--- src/rtl/iic_fifo_lvl_if.sv ---
// Producer/consumer/status bundle for the level-reporting FIFO.
// slave = FIFO side, master = environment side.
interface iic_fifo_lvl_if #(
  parameter int WIDTH     = 16,
  parameter int FIFO_SIZE = 5
);
  logic [WIDTH-1:0]   fifo_indata_i;
  logic               fifo_indata_rdy_i;
  logic               fifo_indata_ack_o;
  logic [WIDTH-1:0]   fifo_outdata_o;
  logic               fifo_outdata_rd_i;
  logic               fifo_full_o;
  logic               fifo_empty_o;
  logic [FIFO_SIZE:0] fifo_level_o;
  logic [FIFO_SIZE:0] afull_thr_i;
  logic [FIFO_SIZE:0] aempty_thr_i;
  logic               fifo_afull_o;
  logic               fifo_aempty_o;
  logic               fifo_ovf_o;
  logic               fifo_udf_o;
  logic               flag_clr_i;
  logic               tst_fifo_loop_i;

  modport slave (
    input  fifo_indata_i,
    input  fifo_indata_rdy_i,
    output fifo_indata_ack_o,
    output fifo_outdata_o,
    input  fifo_outdata_rd_i,
    output fifo_full_o,
    output fifo_empty_o,
    output fifo_level_o,
    input  afull_thr_i,
    input  aempty_thr_i,
    output fifo_afull_o,
    output fifo_aempty_o,
    output fifo_ovf_o,
    output fifo_udf_o,
    input  flag_clr_i,
    input  tst_fifo_loop_i
  );

  modport master (
    output fifo_indata_i,
    output fifo_indata_rdy_i,
    input  fifo_indata_ack_o,
    input  fifo_outdata_o,
    output fifo_outdata_rd_i,
    input  fifo_full_o,
    input  fifo_empty_o,
    input  fifo_level_o,
    output afull_thr_i,
    output aempty_thr_i,
    input  fifo_afull_o,
    input  fifo_aempty_o,
    input  fifo_ovf_o,
    input  fifo_udf_o,
    output flag_clr_i,
    output tst_fifo_loop_i
  );
endinterface

--- src/rtl/iic_fifo_lvl.sv ---
// Ring-buffer FIFO with occupancy counter, level flags,
// sticky error flags, 4-phase producer and loop test mode.
module iic_fifo_lvl #(
  parameter int WIDTH      = 16,
  parameter int FIFO_SIZE  = 5,
  parameter int FIFO_ASYNC = 1,
  parameter logic [WIDTH-1:0] RESET_VAL =
    {1'b1, {(WIDTH-1){1'b0}}}
) (
  input logic clk_i,
  input logic rst_i,
  iic_fifo_lvl_if.slave bus
);

  localparam int DEPTH = 1 << FIFO_SIZE;
  localparam logic [FIFO_SIZE:0] LVL_MAX =
    (FIFO_SIZE+1)'(DEPTH);
  localparam logic [FIFO_SIZE:0] LVL_ONE =
    (FIFO_SIZE+1)'(1);
  localparam logic [FIFO_SIZE-1:0] PTR_ONE =
    FIFO_SIZE'(1);

  logic [WIDTH-1:0]     mem [DEPTH];
  logic [FIFO_SIZE-1:0] wr_ptr;
  logic [FIFO_SIZE-1:0] rd_ptr;
  logic [FIFO_SIZE:0]   level;
  logic [WIDTH-1:0]     hold;
  logic                 ack;
  logic                 ovf;
  logic                 udf;

  logic             rdy_s;
  logic [WIDTH-1:0] data_s;

  if (FIFO_ASYNC != 0) begin : g_sync
    logic             rdy_q1;
    logic             rdy_q2;
    logic [WIDTH-1:0] dat_q1;
    logic [WIDTH-1:0] dat_q2;

    // two-stage synchroniser for request and data
    always_ff @(posedge clk_i) begin
      if (rst_i) begin
        rdy_q1 <= 1'b0;
        rdy_q2 <= 1'b0;
        dat_q1 <= '0;
        dat_q2 <= '0;
      end else begin
        rdy_q1 <= bus.fifo_indata_rdy_i;
        rdy_q2 <= rdy_q1;
        dat_q1 <= bus.fifo_indata_i;
        dat_q2 <= dat_q1;
      end
    end

    assign rdy_s  = rdy_q2;
    assign data_s = dat_q2;
  end else begin : g_direct
    assign rdy_s  = bus.fifo_indata_rdy_i;
    assign data_s = bus.fifo_indata_i;
  end

  logic full;
  logic empty;
  logic loop;
  logic req;
  logic wr_en;
  logic ovf_set;
  logic rd_en;
  logic udf_set;
  logic loop_wr;
  logic push;

  assign full    = (level == LVL_MAX);
  assign empty   = (level == '0);
  assign loop    = bus.tst_fifo_loop_i;
  assign req     = rdy_s & ~ack & ~loop;
  assign wr_en   = req & ~full;
  assign ovf_set = req & full;
  assign rd_en   = bus.fifo_outdata_rd_i & ~empty;
  assign udf_set = bus.fifo_outdata_rd_i & empty;
  assign loop_wr = loop & rd_en;
  assign push    = wr_en | loop_wr;

  // storage: producer datum or recirculated head
  always_ff @(posedge clk_i) begin
    if (!rst_i && push) begin
      mem[wr_ptr] <= loop_wr ? mem[rd_ptr] : data_s;
    end
  end

  // pointers, level, handshake, hold and sticky flags
  always_ff @(posedge clk_i) begin
    if (rst_i) begin
      wr_ptr <= '0;
      rd_ptr <= '0;
      level  <= '0;
      ack    <= 1'b0;
      ovf    <= 1'b0;
      udf    <= 1'b0;
      hold   <= RESET_VAL;
    end else begin
      if (push) wr_ptr <= wr_ptr + PTR_ONE;
      if (rd_en) begin
        rd_ptr <= rd_ptr + PTR_ONE;
        hold   <= mem[rd_ptr];
      end
      unique case (1'b1)
        push & ~rd_en: level <= level + LVL_ONE;
        rd_en & ~push: level <= level - LVL_ONE;
        default:       level <= level;
      endcase
      if (!rdy_s)     ack <= 1'b0;
      else if (wr_en) ack <= 1'b1;
      if (ovf_set)              ovf <= 1'b1;
      else if (bus.flag_clr_i)  ovf <= 1'b0;
      if (udf_set)              udf <= 1'b1;
      else if (bus.flag_clr_i)  udf <= 1'b0;
    end
  end

  assign bus.fifo_indata_ack_o = ack;
  assign bus.fifo_outdata_o    = empty ? hold : mem[rd_ptr];
  assign bus.fifo_full_o       = full;
  assign bus.fifo_empty_o      = empty;
  assign bus.fifo_level_o      = level;
  assign bus.fifo_afull_o      = (level >= bus.afull_thr_i);
  assign bus.fifo_aempty_o     = (level <= bus.aempty_thr_i);
  assign bus.fifo_ovf_o        = ovf;
  assign bus.fifo_udf_o        = udf;

endmodule

--- src/flat_wrapper.sv ---
// flat-port wrapper written by rule: the top's interface ports become plain ports
module iic_fifo_lvl_flat 
#(
  parameter int WIDTH      = 16,
  parameter int FIFO_SIZE  = 5,
  parameter int FIFO_ASYNC = 1,
  parameter logic [WIDTH-1:0] RESET_VAL =
    {1'b1, {(WIDTH-1){1'b0}}}
)
  (clk_i, rst_i, bus_fifo_indata_i, bus_fifo_indata_rdy_i, bus_fifo_indata_ack_o, bus_fifo_outdata_o, bus_fifo_outdata_rd_i, bus_fifo_full_o, bus_fifo_empty_o, bus_fifo_level_o, bus_afull_thr_i, bus_aempty_thr_i, bus_fifo_afull_o, bus_fifo_aempty_o, bus_fifo_ovf_o, bus_fifo_udf_o, bus_flag_clr_i, bus_tst_fifo_loop_i);
  iic_fifo_lvl_if #(.WIDTH(WIDTH), .FIFO_SIZE(FIFO_SIZE)) bus_i ();
  input logic clk_i;
  input logic rst_i;
  input wire logic [$bits(bus_i.fifo_indata_i)-1:0] bus_fifo_indata_i;
  input wire logic [$bits(bus_i.fifo_indata_rdy_i)-1:0] bus_fifo_indata_rdy_i;
  output wire logic [$bits(bus_i.fifo_indata_ack_o)-1:0] bus_fifo_indata_ack_o;
  output wire logic [$bits(bus_i.fifo_outdata_o)-1:0] bus_fifo_outdata_o;
  input wire logic [$bits(bus_i.fifo_outdata_rd_i)-1:0] bus_fifo_outdata_rd_i;
  output wire logic [$bits(bus_i.fifo_full_o)-1:0] bus_fifo_full_o;
  output wire logic [$bits(bus_i.fifo_empty_o)-1:0] bus_fifo_empty_o;
  output wire logic [$bits(bus_i.fifo_level_o)-1:0] bus_fifo_level_o;
  input wire logic [$bits(bus_i.afull_thr_i)-1:0] bus_afull_thr_i;
  input wire logic [$bits(bus_i.aempty_thr_i)-1:0] bus_aempty_thr_i;
  output wire logic [$bits(bus_i.fifo_afull_o)-1:0] bus_fifo_afull_o;
  output wire logic [$bits(bus_i.fifo_aempty_o)-1:0] bus_fifo_aempty_o;
  output wire logic [$bits(bus_i.fifo_ovf_o)-1:0] bus_fifo_ovf_o;
  output wire logic [$bits(bus_i.fifo_udf_o)-1:0] bus_fifo_udf_o;
  input wire logic [$bits(bus_i.flag_clr_i)-1:0] bus_flag_clr_i;
  input wire logic [$bits(bus_i.tst_fifo_loop_i)-1:0] bus_tst_fifo_loop_i;
  assign bus_i.fifo_indata_i = bus_fifo_indata_i;
  assign bus_i.fifo_indata_rdy_i = bus_fifo_indata_rdy_i;
  assign bus_fifo_indata_ack_o = bus_i.fifo_indata_ack_o;
  assign bus_fifo_outdata_o = bus_i.fifo_outdata_o;
  assign bus_i.fifo_outdata_rd_i = bus_fifo_outdata_rd_i;
  assign bus_fifo_full_o = bus_i.fifo_full_o;
  assign bus_fifo_empty_o = bus_i.fifo_empty_o;
  assign bus_fifo_level_o = bus_i.fifo_level_o;
  assign bus_i.afull_thr_i = bus_afull_thr_i;
  assign bus_i.aempty_thr_i = bus_aempty_thr_i;
  assign bus_fifo_afull_o = bus_i.fifo_afull_o;
  assign bus_fifo_aempty_o = bus_i.fifo_aempty_o;
  assign bus_fifo_ovf_o = bus_i.fifo_ovf_o;
  assign bus_fifo_udf_o = bus_i.fifo_udf_o;
  assign bus_i.flag_clr_i = bus_flag_clr_i;
  assign bus_i.tst_fifo_loop_i = bus_tst_fifo_loop_i;
  iic_fifo_lvl #(.WIDTH(WIDTH), .FIFO_SIZE(FIFO_SIZE), .FIFO_ASYNC(FIFO_ASYNC), .RESET_VAL(RESET_VAL)) u_core (.clk_i(clk_i), .rst_i(rst_i), .bus(bus_i));
endmodule
--- config.mk ---
export PLATFORM = sky130hd
export DESIGN_NAME = iic_fifo_lvl_flat
export DESIGN_NICKNAME = d
export VERILOG_FILES = /design/src/rtl/iic_fifo_lvl_if.sv /design/src/rtl/iic_fifo_lvl.sv /design/src/flat_wrapper.sv
export SDC_FILE = /design/constraint.sdc
export NUM_CORES = 1
export LEC_CHECK = 0
export ABC_AREA = 0
export CORE_MARGIN = 5
export CORE_UTILIZATION = 45
export CTS_CLUSTER_SIZE = 30
export DETAILED_ROUTE_END_ITERATION = 16
export PLACE_DENSITY = 0.68
export SLEW_MARGIN = 10
export SYNTH_ARGS = -nofsm -noshare
export SYNTH_HDL_FRONTEND = slang
export SYNTH_SLANG_ARGS = --single-unit
--- constraint.sdc ---
create_clock -name clk_i -period 3.33 [get_ports clk_i]
set_input_delay 0.666 -clock clk_i [delete_from_list [all_inputs] [get_ports clk_i]]
set_output_delay 0.666 -clock clk_i [all_outputs]
set_load 0.01 [all_outputs]
; ---- Yosys cells after proc, flatten, opt, wreduce, memory -nomap -nowiden
; Memory sizes are Yosys's and may differ from the RTL's. A register that Yosys moved wholly into a read port is not among the register bits.
; Cells that the tools add are included.
[op_classes]
n_addsub = 4
magnitude_cmp = 2
eq_ne = 1
muxes = 10
bitwise_logic = 17
n_reduce_logical = 7
[ops]
columns = cell, n
row1 = $mux W16, 2
row2 = $pmux W6 S2, 1
row3 = $add A5 B1 Y5 const B, 2
row4 = $mux W5, 2
row5 = $and A1 B1 Y1, 9
row6 = $not A1 Y1, 7
row7 = $add A6 B1 Y6 const B, 1
row8 = $eq A6 B6 Y1 const B, 1
row9 = $ge A6 B6 Y1, 1
row10 = $le A6 B6 Y1, 1
row11 = $logic_not A6 Y1, 1
row12 = $reduce_bool A2 Y1, 3
row13 = $sub A6 B1 Y6 const B, 1
row14 = $mux W1, 5
row15 = $reduce_or A2 Y1, 1
row16 = $logic_and A1 B1 Y1, 1
row17 = $logic_not A1 Y1, 1
row18 = $or A1 B1 Y1, 1
[word_totals]
register_bits = 69
ramBits = 512
out_inout_bits = 29
elab_cells = 53
memories = 1
[mem_list]
columns = memory, depth, word_bits, rd, rd_ports_with_merged_regs, wr, line_no
row1 = u_core.mem, 32, 16, 1, 1, 1, iic_fifo_lvl.sv:23  ; logic [WIDTH-1:0] mem [DEPTH];

; ---- Logic depth before layout (Yosys ltp)
[logic_depth]
ltp_word = 8
ltp_mapped = 15
mapped_depth_nobuf = 12

; ---- Worst setup path before layout
; OpenSTA, ideal clock, no wires.
[synth_path]
path_kind = register -> register
startpoint = register (tool-made name)
endpoint = memory u_core.mem[0][10] (data pin)
setup_time_ns = 0.454
arrival_time_ns = 2.883
required_ns = 2.876
slack_ns = -0.007
stages_incl_launch_ff = 9
period_less_slack_ns = 3.337
path_cell_list = dfxtp_1 > clkbuf_1 > buf_2 > buf_2 > buf_2 > mux2i_1 > a211oi_1 > nor3_1 > o21ai_0
[synth_lines]
columns = item, line_no
row1 = to (decl), iic_fifo_lvl.sv:23

==> flow_metrics.py <==
metrics = {
    "sta": {
        "min_period_ps": 3470,
        "setup_ws_ps": -136,
        "finalSetupViolations": 14,
        "layout_worst_path_cycle_share_pct": 104,
        "finalHoldViolations": 0,
        "tightest_slew_ps": 757,
        "final_max_slew_viol_count": 0,
        "timing.fmax_mhz": 289,
        "grt_setup_unrepaired": "true",
        "fin_setup_tns_ps": -924,
        "fin_skew_ps": 30.0,
        "maxSlewHeadroom_pct": 49.5,
    },
    "cts": {
        "ctsRootBufferMaster": "clkbuf_16",
        "cts_buffers": 57,
        "ctsHtreeMaxLevel": 2,
        "hold_buffers": 0,
        "cts_tree": "done",
        "cts_sinks": 586,
        "insertion_delay_ps": 620,
        "clock_path_buffers": 3,
        "clk_pin_slew_ps": 60,
    },
    "worst_setup_path": {
        "path_cells": "buf_12 > buf_4 > buf_4 > mux2i_1 > a22oi_1 > o21ai_2 > a211oi_2 > nor4_4 > buf_4 > a21oi_4 > buf_6",
        "slowest_delay_ps": 410,
        "startpoint_type": "register",
        "critPathBufInv": 5,
        "critical_path_class": "reg -> out",
        "required_ps": 2660,
        "cpLargestDelayFamily": "compound AO/OA/AOI/OAI gates",
        "crit_top_cell": "buf_4",
        "endpoint_kind": "output pin",
        "crit_fanout": 7,
        "critPathSlowestCell": "dfxtp_4",
        "cp.arrival_ps": 2800,
    },
    "yosys": {
        "synth_area_um2": 23200,
        "ys_warn_count": 0,
        "ys_ff_latch": 586,
        "synthArstFlopShare_pct": 0,
        "avgSynthCellArea_um2": 15.8,
        "synth_top_cell_by_area": "edfxtp_1",
        "synth_top_cells_by_area": "edfxtp_1, mux2i_1, dfxtp_1, a22oi_1, mux2_2",
        "synth.net_count": 1529,
        "synth_top_area_share_pct": 66.2,
        "synth_edf_count": 512,
        "synthCells": 1472,
        "synth_cell_types": 43,
        "synth_ff_type": "edfxtp_1",
        "yosysSeqAreaShare_pct": 72.6,
    },
    "place": {
        "hpwlAfterDp_um": 31800,
        "portBuffers": 62,
        "place_area_um2": 25900,
        "gp_congestion": 0.803,
        "dp_cells": 2273,
    },
    "floorplanning": {
        "dieArea_um2": 56200,
        "pin_count": 63,
        "die_y_um": 237,
        "core_um2": 51200,
        "start_util_pct": 45.3,
        "die_w_um": 237,
        "rows": 83,
    },
    "cells_and_area": {
        "drive_gt1_share_pct": 28.4,
        "mostFrequentLayoutCells": "edfxtp_1, mux2i_1, buf_4",
        "area_growth_syn_to_layout_pct": 26.0,
        "fin_util_pct": 57.2,
        "antenna_cells": 0,
        "post-route-cell-area_um2": 29300,
        "instances_no_fill": 2439,
        "fin_nets": 1769,
        "n_fill_cell": 3765,
        "final_common_cell": "edfxtp_1",
    },
    "power": {
        "comb_power_share_pct": 30.9,
        "clockPowerShare_pct": 28.8,
        "power.switching_mw": 6.79,
        "powerDensity_nw_per_um2": 746,
        "sw_frac_of_total_pct": 31.1,
        "ir_drop_v": 0.000589,
        "intPower_mw": 15.0,
        "seq_power_share_pct": 40.3,
        "p_leak_nw": 9.68,
        "power_mw": 21.8,
    },
    "routing": {
        "ant_nets": 0,
        "drt_wl_total_um": 56100,
        "via_per_inst": 5.54,
        "via_count": 13518,
        "drcViolationCount": 0,
        "dr.pass1.iters": 5,
        "wire_per_inst_um": 23.0,
        "drt-initial-drc-count": 1184,
    },
    "global_routing": {
        "grt_pass1_vias": 13525,
        "grt-ovfl-total": 0,
        "grt_pass1_wl_um": 83700,
        "antenna_found_initial": 0,
        "grt_max_degree": 71,
        "track_usage_pct": 19.6,
    },
    "run_status": {
        "violations": "negative setup slack",
        "status": "finished, violations left",
    },
    "flow_run": {
        "timing.max_cap.violations": 0,
    },
    "hold_path": {
        "hp-class": "reg -> reg",
    },
}
[power groups by stage]
stage               clock network, mW  registers [mW]  logic, mW
finish                           6.29            8.79       6.74
global route                     6.71            8.81       7.17
CTS                              6.36            8.78       6.51
detailed placement                  0            8.93       5.78
global placement                    0            8.92       5.67
floorplan                           0            8.95       3.01
[cell families after synthesis]
kind of cell               synth area share, %
buffers and inverters                     1.98
xor gates and xnor gates                 0.415
muxes                                     11.4
adders and majority gates                 1.27
DFF                                       72.6
AOI/OAI and AO/OA                         7.42
and+or+nand+nor                           4.87
[flip-flops by register name (all words and copies together), names as in the netlist, named ones only]
name                          count
u_core.mem                      512
u_core.data_s                    16
u_core.g_sync.dat_q1             16
u_core.hold                      16
u_core.bus.fifo_level_o           6
u_core.rd_ptr                     5
u_core.wr_ptr                     5
u_core.bus.fifo_indata_ack_o      1
u_core.bus.fifo_ovf_o             1
u_core.bus.fifo_udf_o             1
u_core.g_sync.rdy_q1              1
u_core.g_sync.rdy_q2              1
[layer usage]
metal	track usage [%]	wire length (um)
met2	31.0	26700
met1	27.3	23800
met3	4.83	4440
met5	0	0
met4	5.37	1180
[synth_stat cells, types with 5 or more instances]
master / number
a211oi_1: 34
buf_1: 9
edfxtp_1: 512
nand2_1: 48
a22oi_1: 90
a21oi_1: 33
mux2_2: 35
nor3_1: 14
nand3_1: 10
mux2i_1: 226
dfxtp_1: 74
nand2b_1: 5
o22ai_1: 13
a21o_1: 5
nor4_1: 5
clkbuf_1: 41
nor2b_1: 40
a211oi_2: 15
nor2_1: 89
inv_1: 21
ha_1: 22
xor2_1: 5
xnor2_1: 6
buf_2: 32
o21ai_0: 53
[area by class of cell]
type	count	area, um2	share of cell area [%]
multi-input cells	780	6640	22.7
well taps	680	851	2.91
repair buffers	266	2980	10.2
clock buffers	75	1590	5.43
flip-flops and latches	586	16900	57.6
inverters	21	78.8	0.269
clock inverters	31	258	0.881
[worst paths after layout]
| kind | start | endpoint | slack (ps) | cells after the start |
|---|---|---|---|---|
| setup / recovery | register | bus_fifo_outdata_o[11] | -140 | 11 |
| setup reg to reg | u_core.bus.fifo_level_o[0] | u_core.bus.fifo_level_o[5] | 130 | 11 |
| hold reg to reg | u_core.g_sync.dat_q1[4] | u_core.data_s[4] | 430 | 1 |
| hold / removal | u_core.g_sync.dat_q1[4] | u_core.data_s[4] | 430 | 1 |
[repair_timing]
action | CTS | global route
pin swaps | 69 | 48
gates cloned | 12 | 0
endpoints found under the setup margin | 18 | 17
hold endpoints to repair | 0 | 0
buffers inserted | 47 | 10
resized for setup | 199 | 74
[through the flow]
step           setup WS (ps)  hold slack [ps]
3_3_place_gp            -132              416
4_1_cts                 -175              437
3_5_place_dp            -175              422
6_report                -136              433
2_1_floorplan           8.89              414
5_1_grt                 -263              461
No activity file was read; power rests on OpenSTA's default activity.
==> RTL edit 1, RTL diff (config.mk and constraints unchanged) <==
`FIFO_ASYNC` is set to 1 in 2 places; all go to 0.
--- a/src/rtl/iic_fifo_lvl.sv
+++ b/src/rtl/iic_fifo_lvl.sv
@@ -5,3 +5,3 @@
   parameter int FIFO_SIZE  = 5,
-  parameter int FIFO_ASYNC = 1,
+  parameter int FIFO_ASYNC = 0,
   parameter logic [WIDTH-1:0] RESET_VAL =
--- a/src/flat_wrapper.sv
+++ b/src/flat_wrapper.sv
@@ -5,3 +5,3 @@
   parameter int FIFO_SIZE  = 5,
-  parameter int FIFO_ASYNC = 1,
+  parameter int FIFO_ASYNC = 0,
   parameter logic [WIDTH-1:0] RESET_VAL =
Formal check against the unedited RTL: not equivalent (a bounded check fails within 4 cycles, from zero or initial values and one cycle with rst_i high).
==> RTL edit 1 against the unedited design <==
  * The run still ends with setup timing left
  * Design area is 3.3% lower
  * Sequential power is 2.5% lower
  * Sequential cell count is 34 lower
  * Critical path depth stayed put
  * Wire length is 0.54% higher
  * Worst setup slack better by 21 ps
  * Area after synthesis is 3.9% lower
  * Non-clock buffer count is 1 lower
  * Power is 2.2% lower
  * Largest cell class unchanged
==> RTL edit 1: results (changes against the unedited design) <==
- Synth top area cells: edfxtp_1 (69%), mux2i_1 (10%), dfxtp_1 (3.6%)
- Synth Area in Compound Gates: 0.07718 (+0.003024)
- Post-CTS sizing: 220 (+11%)
- Final setup violation count: 13 (-1)
- Layout cells sized above 1: 0.2940 (+0.009795)
- RD Place Congestion: 0.8339 (+3.8%)
- Setup ws final: -114.5 ps (+21.06 ps)
- DRC marker count from the first detailed-route iteration: 1,182 (-0.17%)
- Pint: 14.73 mW (-2.0%)
- Tot GR Track Use: 0.2061 (+0.01042)
- Postcts setup bufs: 37 (-21%)
- Clock group: 6.02 mW (-4.3%)
- Crit path max-delay cell type: dfxtp_4
- Synthesized area per cell: 15.92 um^2 (+0.95%)
- Flops & latches, synth: 552 (-5.8%)
- Critical path's largest stage delay: 380 ps (-30 ps)
- Placed insts: 2,192 (-3.6%)
- Multi-input gates: 747 (-4.2%)
- CP endpoint: bus_fifo_outdata_o[3]
- Met2 Use GR: 0.3250 (+0.01461)
- Reg2reg setup slack: 290 ps (+160 ps)
- Vias in the first global route: 13.33k (-1.4%)
- Failing checks: setup timing
- Seq. cell area: 16,190 um^2 (-4.0%)
- Largest net degree at the start of global routing: 37 (-48%)
- Placement Cell Area: 24,990 um^2 (-3.6%)
- Clock buffer count: 66 (-12%)
- Non-clk buf share: 0.1072 (+0.005293)
- Non-Filler Instances: 2,344 (-3.9%)
- Drt wl/cell: 24.06 um (+4.6%)
- Met3 Usage GRT: 0.03758 (-0.01068)
- Num CTS Buffers: 53 (-7.0%)
- R2r worst-path depth: 11 (unchanged)
- Final Core Density: 0.5780 (+0.006505)
- Post-DR vias/cell: 5.687 (+2.6%)
- TNS Setup: -757.0 ps (+166.8 ps)
- Met1 Track Usage GR: 0.2961 (+0.02281)
- Mux share of post-synthesis cell area: 0.1191 (+0.004665)
- Status: complete, but fails checks
- Post-synthesis xor/xnor area fraction: 0.004319 (+0.0001692)
- Delay-heaviest family, CP: buffers and inverters
- Final hold slack: 486.2 ps (+52.84 ps)
- Adder-cell share of the synthesized area: 0.01324 (+0.0005186)
- Die area: 54,130 um^2 (-3.8%)
- Final clock-cell share: 0.06080 (-0.002269)
- Dpl ws: -131.8 ps (+43.16 ps)
- Leakage Power: 9.218 nW (-4.8%)
- Critical Path AT: 2780 ps (-20 ps)
- Clock Skews: 21.82 ps (-8.219 ps)
- Syn Nets: 1,458 (-4.6%)
- Non-CTS buffers: 265 (-0.38%)
- Clk network pwr share: 0.282 (-0.006)
- Max-Slew Margin vs Limit: 0.5713 (+0.07613)
- Flop pwr share: 0.402 (about the same)
- Area of the multi-input gates: 6444 um^2 (-3.0%)
==> RTL edit 1: logic make-up (layout without fill, tap and decap cells) <==
kind of cell	count (synthesis)	after routing
XOR/XNOR	11	11
AO/OA/AOI/OAI	248	248
multiplexers	261	261
adder cells (fa/ha/maj)	23	23
AND/OR/NAND/NOR	204	204
buffers and inverters	102	381
flip-flops	552	552
==> RTL edit 1: worst min-delay path by stage <==
stage / startpoint / depth (start not counted) / to
after floorplan: u_core.hold[15] / 2 / u_core.hold[15]
after global placement: u_core.hold[15] / 2 / u_core.hold[15]
after detailed placement: u_core.hold[15] / 2 / u_core.hold[15]
after CTS: u_core.hold[15] / 2 / u_core.hold[15]
after global routing: u_core.hold[15] / 2 / u_core.hold[15]
final: u_core.hold[15] / 2 / u_core.hold[15]
==> RTL edit 1: routing by layer <==
layer	up-vias	part of all wire
met3	77	0.076
li1	5939	-
met5	-	0
met1	6769	0.43
met4	0	0.025
met2	545	0.47
==> RTL edit 2, RTL diff (same settings) <==
Made on the original files. Make the reset (`rst_i`) asynchronous in 2 clocked blocks.
--- a/src/rtl/iic_fifo_lvl.sv
+++ b/src/rtl/iic_fifo_lvl.sv
@@ -41,3 +41,3 @@
     // two-stage synchroniser for request and data
-    always_ff @(posedge clk_i) begin
+    always_ff @(posedge clk_i or posedge rst_i) begin
       if (rst_i) begin
@@ -92,3 +92,3 @@
   // pointers, level, handshake, hold and sticky flags
-  always_ff @(posedge clk_i) begin
+  always_ff @(posedge clk_i or posedge rst_i) begin
     if (rst_i) begin
Function: differs if rst_i is asserted again (counterexample within 4 cycles, from zero or initial values and one cycle with rst_i high); with rst_i held inactive, the same outputs for 4 cycles.
==> RTL edit 2 against the unedited design <==
  * The run still ends with setup timing left
  * Power is 17% higher
  * Design area decreased by 1.8%
  * Area after synthesis fell by 0.37%
  * Worst hold slack got worse by 85 ps
  * Wire length grew 1.6%
  * Fmax is 1.1% higher
  * Via count decreased by 1.8%
  * Worst setup slack better by 36 ps
  * Critical path depth decreased by 1
  * Register-to-register slack better by 70 ps
  * Sequential share of layout area up 1.9 points
  * Sequential cell count shrank 5
  * Critical path type unchanged
  * Largest cell class unchanged
  * Largest power group is now combinational cells
  * Highest routed layer is now met5
==> RTL edit 2: results (changes against the unedited design) <==
- Status: complete, but fails checks
- Failing checks: setup timing
- DRC marker count from the first detailed-route iteration: 1,125 (-5.0%)
- Worst skew pair latency: 610 ps
- Vias in the first global route: 13.21k (-2.3%)
- Post-synth EDFFs: 512 (unchanged)
- CTS root buffer: clkbuf_16
- Asr flop ratio synth: 0.1188 (+0.1188)
- Num CTS Buffers: 58 (+1.8%)
- Maximum level of the CTS H-tree: 2 (unchanged)
- Final Core Density: 0.5624 (-0.009124)
- Register area share after synthesis: 0.7393 (+0.01333)
- Max VDD drop: 0.6076 mV (+3.1%)
- Layout Nets: 1,690 (-4.5%)
- Synthesized area per cell: 16.13 um^2 (+2.3%)
- Max-Slew Margin vs Limit: 0.4008 (-0.09434)
- CTS clock-pin slew for the worst setup and hold paths: 60 ps (about the same)
- Tot GR Track Use: 0.1968 (+0.001068)
- Non-Filler Instances: 2,368 (-2.9%)
- Placed insts: 2,228 (-2.0%)
- Dpl ws: -8.251 ps (+166.7 ps)
- Max FFs per register: 512 (unchanged)
- Clock Skews: 16.61 ps (-13.42 ps)
- Final setup violation count: 16 (+2)
- Drt wl/cell: 24.08 um (+4.7%)
- Distinct cells, synth: 50 (+16%)
- Antenna violations before repair: 2 (+2)
- Drt pass-1 iters: 6 (+1)
- TNS Setup: -910.3 ps (+13.51 ps)
- First-pass GRT wire length: 83.90 mm (+0.24%)
- Placement Cell Area: 25,900 um^2 (about the same)
- Critical Path AT: 2760 ps (-40 ps)
- Leakage Power: 10.39 nW (+7.3%)
- Most instantiated cells after synthesis: edfxtp_1 (512), mux2i_1 (255), a22oi_1 (94)
- Max clock buf depth: 3 (unchanged)
- Layout cells sized above 1: 0.2258 (-0.05841)
- Setup ws final: -99.52 ps (+36.05 ps)
- Reg with most FFs: u_core.mem
- Largest net degree at the start of global routing: 65 (-8.5%)
- Worst-path fanout max: 7 (unchanged)
- Total of warnings raised by yosys: 0 (unchanged)
- Synth top area cells: edfxtp_1 (66%), mux2i_1 (11%), dfrtp_1 (7.4%)
- Hpwl dp: 34.32 mm (+8.1%)
- Post-DR vias/cell: 5.606 (+1.1%)
- Syn Nets: 1,487 (-2.7%)
- RD Place Congestion: 0.8161 (+1.6%)
-- RTL edit 2: cell count changes after synthesis, moves of 14 or more --
cell      unedited run  this run
a21oi_1             33        71
a211oi_2            15         0
mux2_2              35         2
nor2b_1             40         7
dfxtp_1             74         0
and4_1               0        14
nand3_1             10        67
o21ai_0             53         7
buf_4                0        19
mux2i_1            226       255
buf_2               32        18
a211oi_1            34         2
dfrtp_1              0        68
-- RTL edit 2: repair_timing --
item	4_1_cts	5_1_grt
cloned	5	4
hold buffers	0	0
setup endpoints to repair	17	17
buffers inserted	12	10
hold endpoints to repair	0	0
pin swaps	59	61
resized for setup	151	38
-- RTL edit 2: kinds of logic after synthesis --
group,after synthesis,share of synthesized area
compound gates,206,0.05836
simple gates,257,0.05458
xor+xnor,15,0.005679
buf+inv,99,0.02045
flops,581,0.7393
fa+ha+maj,19,0.01028
mux,257,0.1113
-- RTL edit 2: final timing paths --
kind                                                from  cells past startpoint                    end  slack [ps]
worst max-delay path                    u_core.rd_ptr[1]                     10  bus_fifo_outdata_o[8]        -100
worst min-delay path            u_core.g_sync.dat_q1[15]                      0      u_core.data_s[15]         350
worst max register to register          u_core.rd_ptr[1]                     12      u_core.mem[10][3]         200
worst min register to register  u_core.g_sync.dat_q1[15]                      0      u_core.data_s[15]         350
max in group asynchronous                          rst_i                      3       u_core.rd_ptr[1]        1840
min in group asynchronous                          rst_i                      2       u_core.wr_ptr[4]         370
-- RTL edit 2: critical path, stage by stage (launching register included) --
cell	delay [ps]
dfrtp_4	500
buf_6	160
buf_12	130
buf_16	140
mux2i_1	130
a2111oi_2	370
buf_4	170
a31oi_1	60
and3_4	220
a21oi_1	140
buf_2	150
-- RTL edit 2: cell type report --
| type | instances | area [um^2] |
|---|---|---|
| Multi-Input combinational cell | 754 | 6026 |
| Timing Repair Buffer | 222 | 2680 |
| Inverter | 20 | 78.83 |
| Clock buffer | 75 | 1665 |
| Antenna cell | 1 | 2.502 |
| Clock inverter | 35 | 325.3 |
| Sequential cell | 581 | 17110 |
| Fill cell | 3849 | 22360 |
| Tap cell | 680 | 850.8 |
-- RTL edit 2: metal layers --
metal | vias to the layer above | part of all wire | global-route usage
li1 | 5953 | - | -
met1 | 6749 | 0.42 | 0.2730
met2 | 484 | 0.49 | 0.3240
met3 | 87 | 0.072 | 0.03937
met4 | 2 | 0.021 | 0.04775
met5 | - | 0.00023 | 0
-- RTL edit 2: report_power, final --
part,internal (mW),switching [mW],leakage (nW)
Sequential,8.80,0.270,5.41
Combinational,4.37,5.52,4.00
Clock,3.98,2.69,0.979
